==> config.mk <==
export PLATFORM = sky130hd
export DESIGN_NAME = rect_plotter_flat
export DESIGN_NICKNAME = d
export VERILOG_FILES = /design/src/rtl/rect_plotter_if.sv /design/src/rtl/rect_plotter.sv /design/src/flat_wrapper.sv
export SDC_FILE = /design/constraint.sdc
export NUM_CORES = 1
export LEC_CHECK = 0
export CORE_ASPECT_RATIO = 0.8
export CORE_MARGIN = 4
export CORE_UTILIZATION = 30
export CTS_BUF_LIST = sky130_fd_sc_hd__clkbuf_8 sky130_fd_sc_hd__clkbuf_16
export CTS_CLUSTER_SIZE = 12
export DETAILED_ROUTE_END_ITERATION = 16
export HOLD_SLACK_MARGIN = 0.12
export PLACE_DENSITY_LB_ADDON = 0.1
export SLEW_MARGIN = 25
export SYNTH_ARGS = -nofsm -noshare
export SYNTH_HDL_FRONTEND = slang
export SYNTH_SLANG_ARGS = --single-unit
==> constraint.sdc <==
create_clock -name clk -period 7.39 [get_ports clk]
set_clock_uncertainty 0.2 [all_clocks]
set_input_delay 1.478 -clock clk [delete_from_list [all_inputs] [get_ports clk]]
set_output_delay 1.478 -clock clk [all_outputs]
set_load 0.02 [all_outputs]
==> src/rtl/rect_plotter_if.sv <==
// Request/pixel bus between a sprite datapath (master) and the rectangle plotter (slave).
interface rect_plotter_if #(
    parameter int unsigned CW = 3
) ();
    logic          start;
    logic [7:0]    start_x;
    logic [7:0]    start_y;
    logic [7:0]    width;
    logic [7:0]    height;
    logic [CW-1:0] colour;
    logic          hole_en;
    logic [7:0]    hole_y;
    logic [7:0]    hole_h;
    logic [CW-1:0] hole_colour;
    logic          busy;
    logic          done;
    logic [7:0]    x_out;
    logic [6:0]    y_out;
    logic [CW-1:0] colour_out;
    logic          plot;

    modport master (
        output start, start_x, start_y, width, height, colour,
               hole_en, hole_y, hole_h, hole_colour,
        input  busy, done, x_out, y_out, colour_out, plot
    );

    modport slave (
        input  start, start_x, start_y, width, height, colour,
               hole_en, hole_y, hole_h, hole_colour,
        output busy, done, x_out, y_out, colour_out, plot
    );
endinterface

==> src/rtl/rect_plotter.sv <==
// Rectangle rasterizer: one pixel per clock, optional hole band recolour, off-screen clipping.
module rect_plotter #(
    parameter int unsigned SCREEN_W = 160,
    parameter int unsigned SCREEN_H = 120,
    parameter int unsigned CW       = 3
) (
    input  logic          clk,
    input  logic          resetn,
    rect_plotter_if.slave bus
);

    typedef enum logic [1:0] {
        S_IDLE = 2'd0,
        S_DRAW = 2'd1,
        S_DONE = 2'd2
    } state_t;

    state_t state_q, state_d;

    // latched request
    logic [7:0]    sx_q, sy_q, w_q, h_q, hy_q, hh_q;
    logic [CW-1:0] col_q, hcol_q;
    logic          hen_q;

    // coordinates of the pixel currently on the outputs
    logic [7:0] cx_q, cy_q, cx_d, cy_d;

    logic accept;
    logic last_col, last_px;

    // next values of the registered outputs
    logic          busy_d, done_d, plot_d;
    logic [7:0]    x_d;
    logic [6:0]    y_d;
    logic [CW-1:0] colour_d;

    // pixel source: live bus inputs for the first pixel, latched copy afterwards
    logic [7:0]    bx, by, bhy, bhh;
    logic [CW-1:0] bcol, bhcol;
    logic          bhen;
    logic [8:0]    px, py, hole_end;
    logic          on_screen, in_hole;

    assign accept   = (state_q == S_IDLE) && bus.start;
    assign last_col = (cx_q == 8'(w_q - 8'd1));
    assign last_px  = last_col && (cy_q == 8'(h_q - 8'd1));

    // state register
    always_ff @(posedge clk or negedge resetn) begin
        if (!resetn) state_q <= S_IDLE;
        else         state_q <= state_d;
    end

    // next state and raster counter advance
    always_comb begin
        state_d = state_q;
        cx_d    = cx_q;
        cy_d    = cy_q;
        case (state_q)
            S_IDLE: begin
                if (bus.start) begin
                    cx_d = 8'd0;
                    cy_d = 8'd0;
                    if (bus.width == 8'd0 || bus.height == 8'd0) state_d = S_DONE;
                    else                                          state_d = S_DRAW;
                end
            end
            S_DRAW: begin
                if (last_px) begin
                    state_d = S_DONE;
                end else if (last_col) begin
                    cx_d = 8'd0;
                    cy_d = 8'(cy_q + 8'd1);
                end else begin
                    cx_d = 8'(cx_q + 8'd1);
                end
            end
            S_DONE:  state_d = S_IDLE;
            default: state_d = S_IDLE;
        endcase
    end

    // pixel address, clipping and hole colour for the pixel emitted at the next edge
    always_comb begin
        bx    = sx_q;
        by    = sy_q;
        bcol  = col_q;
        bhen  = hen_q;
        bhy   = hy_q;
        bhh   = hh_q;
        bhcol = hcol_q;
        if (state_q == S_IDLE) begin
            bx    = bus.start_x;
            by    = bus.start_y;
            bcol  = bus.colour;
            bhen  = bus.hole_en;
            bhy   = bus.hole_y;
            bhh   = bus.hole_h;
            bhcol = bus.hole_colour;
        end
        px        = 9'(bx) + 9'(cx_d);
        py        = 9'(by) + 9'(cy_d);
        hole_end  = 9'(bhy) + 9'(bhh);
        on_screen = (px < 9'(SCREEN_W)) && (py < 9'(SCREEN_H));
        in_hole   = bhen && (py >= 9'(bhy)) && (py < hole_end);
    end

    // output next-values derived from the next state
    always_comb begin
        busy_d   = (state_d != S_IDLE);
        done_d   = (state_d == S_DONE);
        plot_d   = (state_d == S_DRAW) && on_screen;
        x_d      = px[7:0];
        y_d      = py[6:0];
        colour_d = in_hole ? bhcol : bcol;
    end

    // request latch, counters and output registers
    always_ff @(posedge clk or negedge resetn) begin
        if (!resetn) begin
            sx_q           <= 8'd0;
            sy_q           <= 8'd0;
            w_q            <= 8'd0;
            h_q            <= 8'd0;
            hy_q           <= 8'd0;
            hh_q           <= 8'd0;
            col_q          <= '0;
            hcol_q         <= '0;
            hen_q          <= 1'b0;
            cx_q           <= 8'd0;
            cy_q           <= 8'd0;
            bus.busy       <= 1'b0;
            bus.done       <= 1'b0;
            bus.plot       <= 1'b0;
            bus.x_out      <= 8'd0;
            bus.y_out      <= 7'd0;
            bus.colour_out <= '0;
        end else begin
            if (accept) begin
                sx_q   <= bus.start_x;
                sy_q   <= bus.start_y;
                w_q    <= bus.width;
                h_q    <= bus.height;
                hy_q   <= bus.hole_y;
                hh_q   <= bus.hole_h;
                col_q  <= bus.colour;
                hcol_q <= bus.hole_colour;
                hen_q  <= bus.hole_en;
            end
            cx_q           <= cx_d;
            cy_q           <= cy_d;
            bus.busy       <= busy_d;
            bus.done       <= done_d;
            bus.plot       <= plot_d;
            bus.x_out      <= x_d;
            bus.y_out      <= y_d;
            bus.colour_out <= colour_d;
        end
    end

endmodule
==> src/flat_wrapper.sv <==
// flat-port wrapper written by rule: the top's interface ports become plain ports
module rect_plotter_flat 
#(
    parameter int unsigned SCREEN_W = 160,
    parameter int unsigned SCREEN_H = 120,
    parameter int unsigned CW       = 3
)
  (clk, resetn, bus_start, bus_start_x, bus_start_y, bus_width, bus_height, bus_colour, bus_hole_en, bus_hole_y, bus_hole_h, bus_hole_colour, bus_busy, bus_done, bus_x_out, bus_y_out, bus_colour_out, bus_plot);
  rect_plotter_if #(.CW(CW)) bus_i ();
  input  logic clk;
  input  logic resetn;
  input wire logic [$bits(bus_i.start)-1:0] bus_start;
  input wire logic [$bits(bus_i.start_x)-1:0] bus_start_x;
  input wire logic [$bits(bus_i.start_y)-1:0] bus_start_y;
  input wire logic [$bits(bus_i.width)-1:0] bus_width;
  input wire logic [$bits(bus_i.height)-1:0] bus_height;
  input wire logic [$bits(bus_i.colour)-1:0] bus_colour;
  input wire logic [$bits(bus_i.hole_en)-1:0] bus_hole_en;
  input wire logic [$bits(bus_i.hole_y)-1:0] bus_hole_y;
  input wire logic [$bits(bus_i.hole_h)-1:0] bus_hole_h;
  input wire logic [$bits(bus_i.hole_colour)-1:0] bus_hole_colour;
  output wire logic [$bits(bus_i.busy)-1:0] bus_busy;
  output wire logic [$bits(bus_i.done)-1:0] bus_done;
  output wire logic [$bits(bus_i.x_out)-1:0] bus_x_out;
  output wire logic [$bits(bus_i.y_out)-1:0] bus_y_out;
  output wire logic [$bits(bus_i.colour_out)-1:0] bus_colour_out;
  output wire logic [$bits(bus_i.plot)-1:0] bus_plot;
  assign bus_i.start = bus_start;
  assign bus_i.start_x = bus_start_x;
  assign bus_i.start_y = bus_start_y;
  assign bus_i.width = bus_width;
  assign bus_i.height = bus_height;
  assign bus_i.colour = bus_colour;
  assign bus_i.hole_en = bus_hole_en;
  assign bus_i.hole_y = bus_hole_y;
  assign bus_i.hole_h = bus_hole_h;
  assign bus_i.hole_colour = bus_hole_colour;
  assign bus_busy = bus_i.busy;
  assign bus_done = bus_i.done;
  assign bus_x_out = bus_i.x_out;
  assign bus_y_out = bus_i.y_out;
  assign bus_colour_out = bus_i.colour_out;
  assign bus_plot = bus_i.plot;
  rect_plotter #(.SCREEN_W(SCREEN_W), .SCREEN_H(SCREEN_H), .CW(CW)) u_core (.clk(clk), .resetn(resetn), .bus(bus_i));
endmodule
**Word level (Yosys, flattened, before mapping)**

Cells that the tools add are included.

- Register bits after elaboration: 94
- Latch bits: 0
- Bits in writable memories: 0
- ROM bits: 0
- Input bits: 58
- Output and inout port bits: 21
- Logic and storage cells: 65
- Memories kept: 0

- $add $sub $neg: 7
- $mul: 0
- Div/mod/pow operators: 0
- Magnitude comparators: 4
- Eq/ne operators: 5
- Shift-type cells: 0
- Multiplexer cells: 20
- Bitwise gates (word level): 0
- Reduce and logical (&&, ||, !) cells: 11

Operators by type and width:

| cell | count |
|---|---|
| two-way mux 8 bit | 10 |
| case mux 8 bit (2 select lines) | 2 |
| adder 8 x 8 -> 9 bit | 3 |
| adder 8 x 1 -> 8 bit (second input constant) | 2 |
| == test 8 bit | 2 |
| logical NOT 8 bit | 2 |
| subtractor 8 x 1 -> 8 bit (second input constant) | 2 |
| >= comparator 9 x 8 -> 1 bit | 1 |
| < comparator 9 x 7 -> 1 bit (second input constant) | 1 |
| < comparator 9 x 8 -> 1 bit (second input constant) | 1 |
| < comparator 9 bit | 1 |
| two-way mux 3 bit | 3 |
| logical AND 1 bit | 6 |
| two-way mux 2 bit | 3 |
| == test 2 x 1 -> 1 bit (second input constant) | 2 |
| case mux 2 bit (2 select lines) | 1 |
| == test 2 bit (second input constant) | 1 |
| logical NOT 2 bit | 1 |
| nonzero test 2 bit | 1 |
| logical OR 1 bit | 1 |
| two-way mux 1 bit | 1 |

**Logic depth before layout (Yosys ltp)**

- Depth after elaboration: 10
- Depth in mapped cells: 22
- Mapped depth without buffers: 22

**Least setup slack after synthesis**

Ideal clock, no wire load.

- Path type: flip-flop to flip-flop
- From: register u_core.h_q[0]
- To: register u_core.bus.colour_out[0]
- Setup time: 139 ps
- Data arrival time: 4842 ps
- Required time: 7051 ps
- Slack: 2210 ps
- Stages on the path, launching flop included: 21
- Buffers on the path: 0
- Period minus slack after synthesis: 5180 ps
- Cell sequence: dfrtp_1 > or4_1 > or3_1 > a2111oi_2 > and4_1 > nor3_2 > mux2i_1 > nor2_1 > ha_1 > a21o_1 > a21oi_1 > o211ai_1 > a21o_1 > a21oi_1 > xnor2_1 > ha_1 > o211ai_1 > a21oi_1 > a2111oi_0 > a311oi_1 > mux4_2

- Word-level cells in the longest chain between the ends: 10
- Elaborated cells on any way between the ends: 11
- Classes of those cells: add/sub: 2; order compare: 2; eq/ne: 1; mux: 3; reduce/logical: 3

Ends and longest elaborated chain:

| item | RTL line | RTL |
|---|---|---|
| start, declared | rect_plotter.sv:21 | `logic [7:0] sx_q, sy_q, w_q, h_q, hy_q, hh_q;` |
| start signal, assigned | rect_plotter.sv:143 | `h_q <= bus.height;` |
| subtractor 8 x 1 -> 8 bit * | rect_plotter.sv:46 | `assign last_px = last_col && (cy_q == 8'(h_q - 8'd1));` |
| == test 8 bit * | rect_plotter.sv:46 |  |
| logical AND 1 bit * | rect_plotter.sv:46 |  |
| two-way mux 8 bit * | rect_plotter.sv:69 | `if (last_px) begin` |
| case mux 8 bit (2 select lines) * | rect_plotter.sv:59 | `case (state_q)` |
| net u_core.cy_d[1] | rect_plotter.sv:26 | `logic [7:0] cx_q, cy_q, cx_d, cy_d;` |
| adder 8 x 8 -> 9 bit * | rect_plotter.sv:102 | `py = 9'(by) + 9'(cy_d);` |
| >= comparator 9 x 8 -> 1 bit | rect_plotter.sv:105 | `in_hole = bhen && (py >= 9'(bhy)) && (py < hole_end);` |
| logical AND 1 bit | rect_plotter.sv:105 |  |
| logical AND 1 bit * | rect_plotter.sv:105 |  |
| two-way mux 3 bit * | rect_plotter.sv:115 | `colour_d = in_hole ? bhcol : bcol;` |
| net u_core.colour_d[0] | rect_plotter.sv:35 | `logic [CW-1:0] colour_d;` |
| end signal, assigned | rect_plotter.sv:157 | `bus.colour_out <= colour_d;` |
| end, declared | rect_plotter_if.sv:31 | `output busy, done, x_out, y_out, colour_out, plot` |

The timed path passes the listed nets; every way through them passes the cells marked *.
A chain may end at the register's enable or synchronous reset.

**Final worst setup path**

- From: register u_core.w_q[0]
- To: register u_core.bus.colour_out[2]

- Word-level cells in the longest chain between the ends: 10
- Elaborated cells on any way between the ends: 12
- Classes of those cells: add/sub: 2; order compare: 2; eq/ne: 1; mux: 4; reduce/logical: 3

Ends and longest elaborated chain:

| item | RTL line | RTL |
|---|---|---|
| start, declared | rect_plotter.sv:21 |  |
| start signal, assigned | rect_plotter.sv:142 | `w_q <= bus.width;` |
| subtractor 8 x 1 -> 8 bit * | rect_plotter.sv:45 | `assign last_col = (cx_q == 8'(w_q - 8'd1));` |
| == test 8 bit * | rect_plotter.sv:45 |  |
| two-way mux 8 bit / logical AND 1 bit (equally long branches) | rect_plotter.sv:71, rect_plotter.sv:46 |  |
| two-way mux 8 bit * | rect_plotter.sv:69 |  |
| case mux 8 bit (2 select lines) * | rect_plotter.sv:59 |  |
| net u_core.cy_d[0] | rect_plotter.sv:26 |  |
| adder 8 x 8 -> 9 bit * | rect_plotter.sv:102 |  |
| net u_core.py[4] | rect_plotter.sv:41 | `logic [8:0] px, py, hole_end;` |
| >= comparator 9 x 8 -> 1 bit | rect_plotter.sv:105 |  |
| logical AND 1 bit | rect_plotter.sv:105 |  |
| logical AND 1 bit * | rect_plotter.sv:105 |  |
| two-way mux 3 bit * | rect_plotter.sv:115 |  |
| net u_core.colour_d[2] | rect_plotter.sv:35 |  |

Marks and branches as above.

==> metrics.csv <==
stage,metric,value,unit
logic_synthesis,synth_commonest_cells,"182 x nand2_1, 94 x dfrtp_1, 45 x ha_1",
worst_setup_path,worstPathMaxFanout,6,
logic_synthesis,ys.flop_type,dfrtp_1,
route,finalWirelength,15200,um
clock_network,clk_pin_slew_worst_paths,0.07,ns
sta,whs,0.273,ns
logic_synthesis,synth_edf_count,0,
logic_synthesis,synth.area.top_cells,"dfrtp_1 41%, nand2_1 12%, ha_1 9.7%",
floorplanning,dieArea,21700,sq um
worst_hold_path,holdCritPathClass,flop to flop,
cells_and_area,n_antenna_cell,0,
cells_and_area,area_growth,24.3,%
floorplanning,die_w,164,um
worst_setup_path,crit_path_start_kind,flop,
outcome,outcome,"complete, no violations",
clock_network,clock_latency,0.36,ns
clock_network,numCtsBuffers,9,
clock_network,clk_path_buf_depth,2,
clock_network,post_cts_resized,0,
logic_synthesis,synth_area_leader_cell,dfrtp_1,
sta,tns,0,ns
worst_setup_path,cp.arrival,5.95,ns
clock_network,cts-root-buf,clkbuf_16,
power_and_ir_drop,total_power,0.00329,W
worst_setup_path,crit_type,flop to flop,
route,drtIter0Drc,255,
worst_setup_path,end_kind,flop,
floorplanning,design.core.area,19000,sq um
sta,layout_min_cycle_time,5.93,ns
cells_and_area,finalNonFillerCells,970,
worst_setup_path,r2r_slack,1.46,ns
worst_hold_path,worstHoldStart,u_core.hh_q[5]$_DFFE_PN0P_,
worst_setup_path,r2r_end,u_core.bus.colour_out[2]$_DFF_PN0_,
power_and_ir_drop,p_per_area,456,nW/um^2
worst_setup_path,r2r-start,u_core.w_q[0]$_DFFE_PN0P_,
logic_synthesis,synthCells,635,
worst_setup_path,r2r_cells,19,
route,num_vias,4652,
cells_and_area,final_nets,813,
sta,rsz0062_at_grt,no,
sta,hold_viol,0,
global_route,grt_pass1_vias,4799,
route,antenna_left,0,
worst_setup_path,crit_cells,19,
placed_design,gp_congestion,0.814,
logic_synthesis,yosys_warnings,0,
worst_setup_path,crit_start,u_core.w_q[0]$_DFFE_PN0P_,
floorplanning,fp.dieH,132,um
worst_setup_path,critPathBufInv,0,
placed_design,place_hpwl,11300,um
worst_setup_path,cp-endpoint,u_core.bus.colour_out[2]$_DFF_PN0_,
floorplanning,ioPinCount,79,
worst_setup_path,crit_chain,or4_1 -> or3_1 -> a32oi_1 -> o211ai_2 -> nor3_2 -> xnor2_1 -> nor2_1 -> ha_1 -> fa_1 -> a21o_1 -> a21oi_1 -> xnor2_1 -> ha_1 -> nand2_1 -> a21oi_1 -> a211oi_1 -> o21ai_0 -> a311oi_1 -> mux4_2,
clock_network,cts_tree,yes,
logic_synthesis,synth_top_area_share,40.5,%
logic_synthesis,synth.yosys.seq_area_share,40.5,%
worst_setup_path,crit_family,compound AO/OA/AOI/OAI gates,
sta,tightest_slew,0.815,ns
sta,slew_headroom,45.3,%
logic_synthesis,syn_nets,741,
route,drt-wirelength-per-cell,15.6,um
logic_synthesis,synth.avg_cell_area,9.14,sq um
route,vias_per_cell,4.80,
floorplanning,row_count,45,
clock_network,htree_num_levels,3,
logic_synthesis,synth-seq-cells,94,
placed_design,placed_cells,954,
power_and_ir_drop,power_leakage,3.35,nW
route,first_pass_iters,4,
sta,drv_slew,0,
global_route,grt_usage,14.7,%
logic_synthesis,synth.most_common_cell,nand2_1,
clock_network,postCtsHoldBufs,0,
worst_setup_path,cpPeakStageDelay,0.71,ns
run,max-cap-violations,0,
sta,finalSetupViolations,0,
global_route,grt_antenna_before_repair,0,
sta,fmax,0.169,GHz
sta,finalCritPeriodShare,80.2,%
route,drc,0,
clock_network,cts_sinks,94,
global_route,grt_pass1_wl,25300,um
placed_design,place.port_buffers,78,
global_route,grt_overflow,0,
worst_setup_path,slowest_stage,a311oi_1,
worst_setup_path,crit_required,7.42,ns
global_route,grt_max_degree,64,
logic_synthesis,synthArstFlopShare,100,%
floorplanning,initial_utilization,30.6,%
logic_synthesis,netlist_area,5800,sq um
cells_and_area,layout-drive-gt1-share,8.85,%
cells_and_area,n_fill_cell,1932,
power_and_ir_drop,ir_drop,0.000169,V
clock_network,postCtsSetupBuffers,0,
logic_synthesis,yosysUniqueCellTypes,59,
## cells in the final DEF (no fill, tap or decap), types with 3 or more instances in the layout
cell,count
nor4_1,4
mux4_2,3
buf_4,5
and3_1,4
clkbuf_16,9
or3_1,5
bufinv_16,3
xor2_1,15
o21ai_1,7
nor2_1,20
nor2b_1,8
mux2_2,25
nand2_1,181
o211ai_1,6
nand2b_1,4
or4_1,6
nand3_1,12
fa_1,3
xnor2_1,23
nor3_1,8
mux2i_1,10
nand4_1,3
dfrtp_1,94
a22oi_1,4
o21ai_0,25
a21o_1,8
a21oi_1,25
ha_1,45
clkdlybuf4s50_1,77
inv_1,23
## per-layer routing
metal	wire length, um	vias up	GRT usage, %
met5	0	-	0
met4	159	0	3.49
met3	500	10	3.11
met2	6680	69	22.4
met1	7820	2238	21.5
li1	-	2335	-
## final cells by class
class	instances	area (sq um)	share of cell area, %
clock buffers	9	225	3.12
clock inverters	7	120	1.67
inverters	23	86.3	1.20
multi-input cells	497	3300	45.7
flip-flops and latches	94	2350	32.6
well taps	258	323	4.48
repair buffers	82	808	11.2
## stage by stage
stage	util (%)	instance area, sq um	worst slack [ns]
2_1_floorplan	-	5800	2.21
3_3_place_gp	36.2	6870	1.41
5_1_grt	38.0	7210	1.01
6_report	38.0	7210	1.46
3_5_place_dp	36.2	6870	1.35
4_1_cts	38.0	7210	1.40
## cells by family after synthesis
family | synth area share (%)
AND/OR/NAND/NOR | 21.4
AO/OA/AOI/OAI | 11.0
multiplexers | 7.74
adder cells (fa/ha/maj) | 10.7
buffers and inverters | 2.87
XOR/XNOR | 5.73
flip-flops | 40.5
## how the worst min path moves through the flow
stage / end / slack [ns] / cells after the start
floorplan: u_core.hen_q$_DFFE_PN0P_ / 0.24 / 2
finish: u_core.hh_q[5]$_DFFE_PN0P_ / 0.27 / 2
global placement: u_core.col_q[1]$_DFFE_PN0P_ / 0.25 / 2
detailed placement: u_core.sx_q[6]$_DFFE_PN0P_ / 0.26 / 2
CTS: u_core.hcol_q[2]$_DFFE_PN0P_ / 0.28 / 2
global route: u_core.hh_q[5]$_DFFE_PN0P_ / 0.30 / 2
## worst reg2reg max path: stages (launching register included)
cell and delay [ns]:
dfrtp_1 0.44, or4_1 0.53, or3_1 0.31, a32oi_1 0.36
o211ai_2 0.19, nor3_2 0.42, xnor2_1 0.18, nor2_1 0.08
ha_1 0.23, fa_1 0.42, a21o_1 0.18, a21oi_1 0.17
xnor2_1 0.23, ha_1 0.31, nand2_1 0.07, a21oi_1 0.04
a211oi_1 0.22, o21ai_0 0.12, a311oi_1 0.71, mux4_2 0.41
## registers in the layout (all words and copies together), names as in the netlist, 2 cells and up
register,cells
u_core.col_q,3
u_core.bus.y_out,7
u_core.w_q,8
u_core.state_q,2
u_core.bus.x_out,8
u_core.hcol_q,3
u_core.cy_q,8
u_core.sx_q,8
u_core.hy_q,8
u_core.cx_q,8
u_core.hh_q,8
u_core.sy_q,8
u_core.bus.colour_out,3
u_core.h_q,8
## report_power, final
group | total [W] | switching (W) | internal, W | leakage, nW
clock | 0.000548 | 0.000215 | 0.000333 | 0.166
sequential | 0.000921 | 0.000176 | 0.000745 | 1.17
combinational | 0.00182 | 0.000982 | 0.000841 | 2.01
total | 0.00329 | 0.00137 | 0.00192 | 3.35
(Power assumes the default switching activity.)
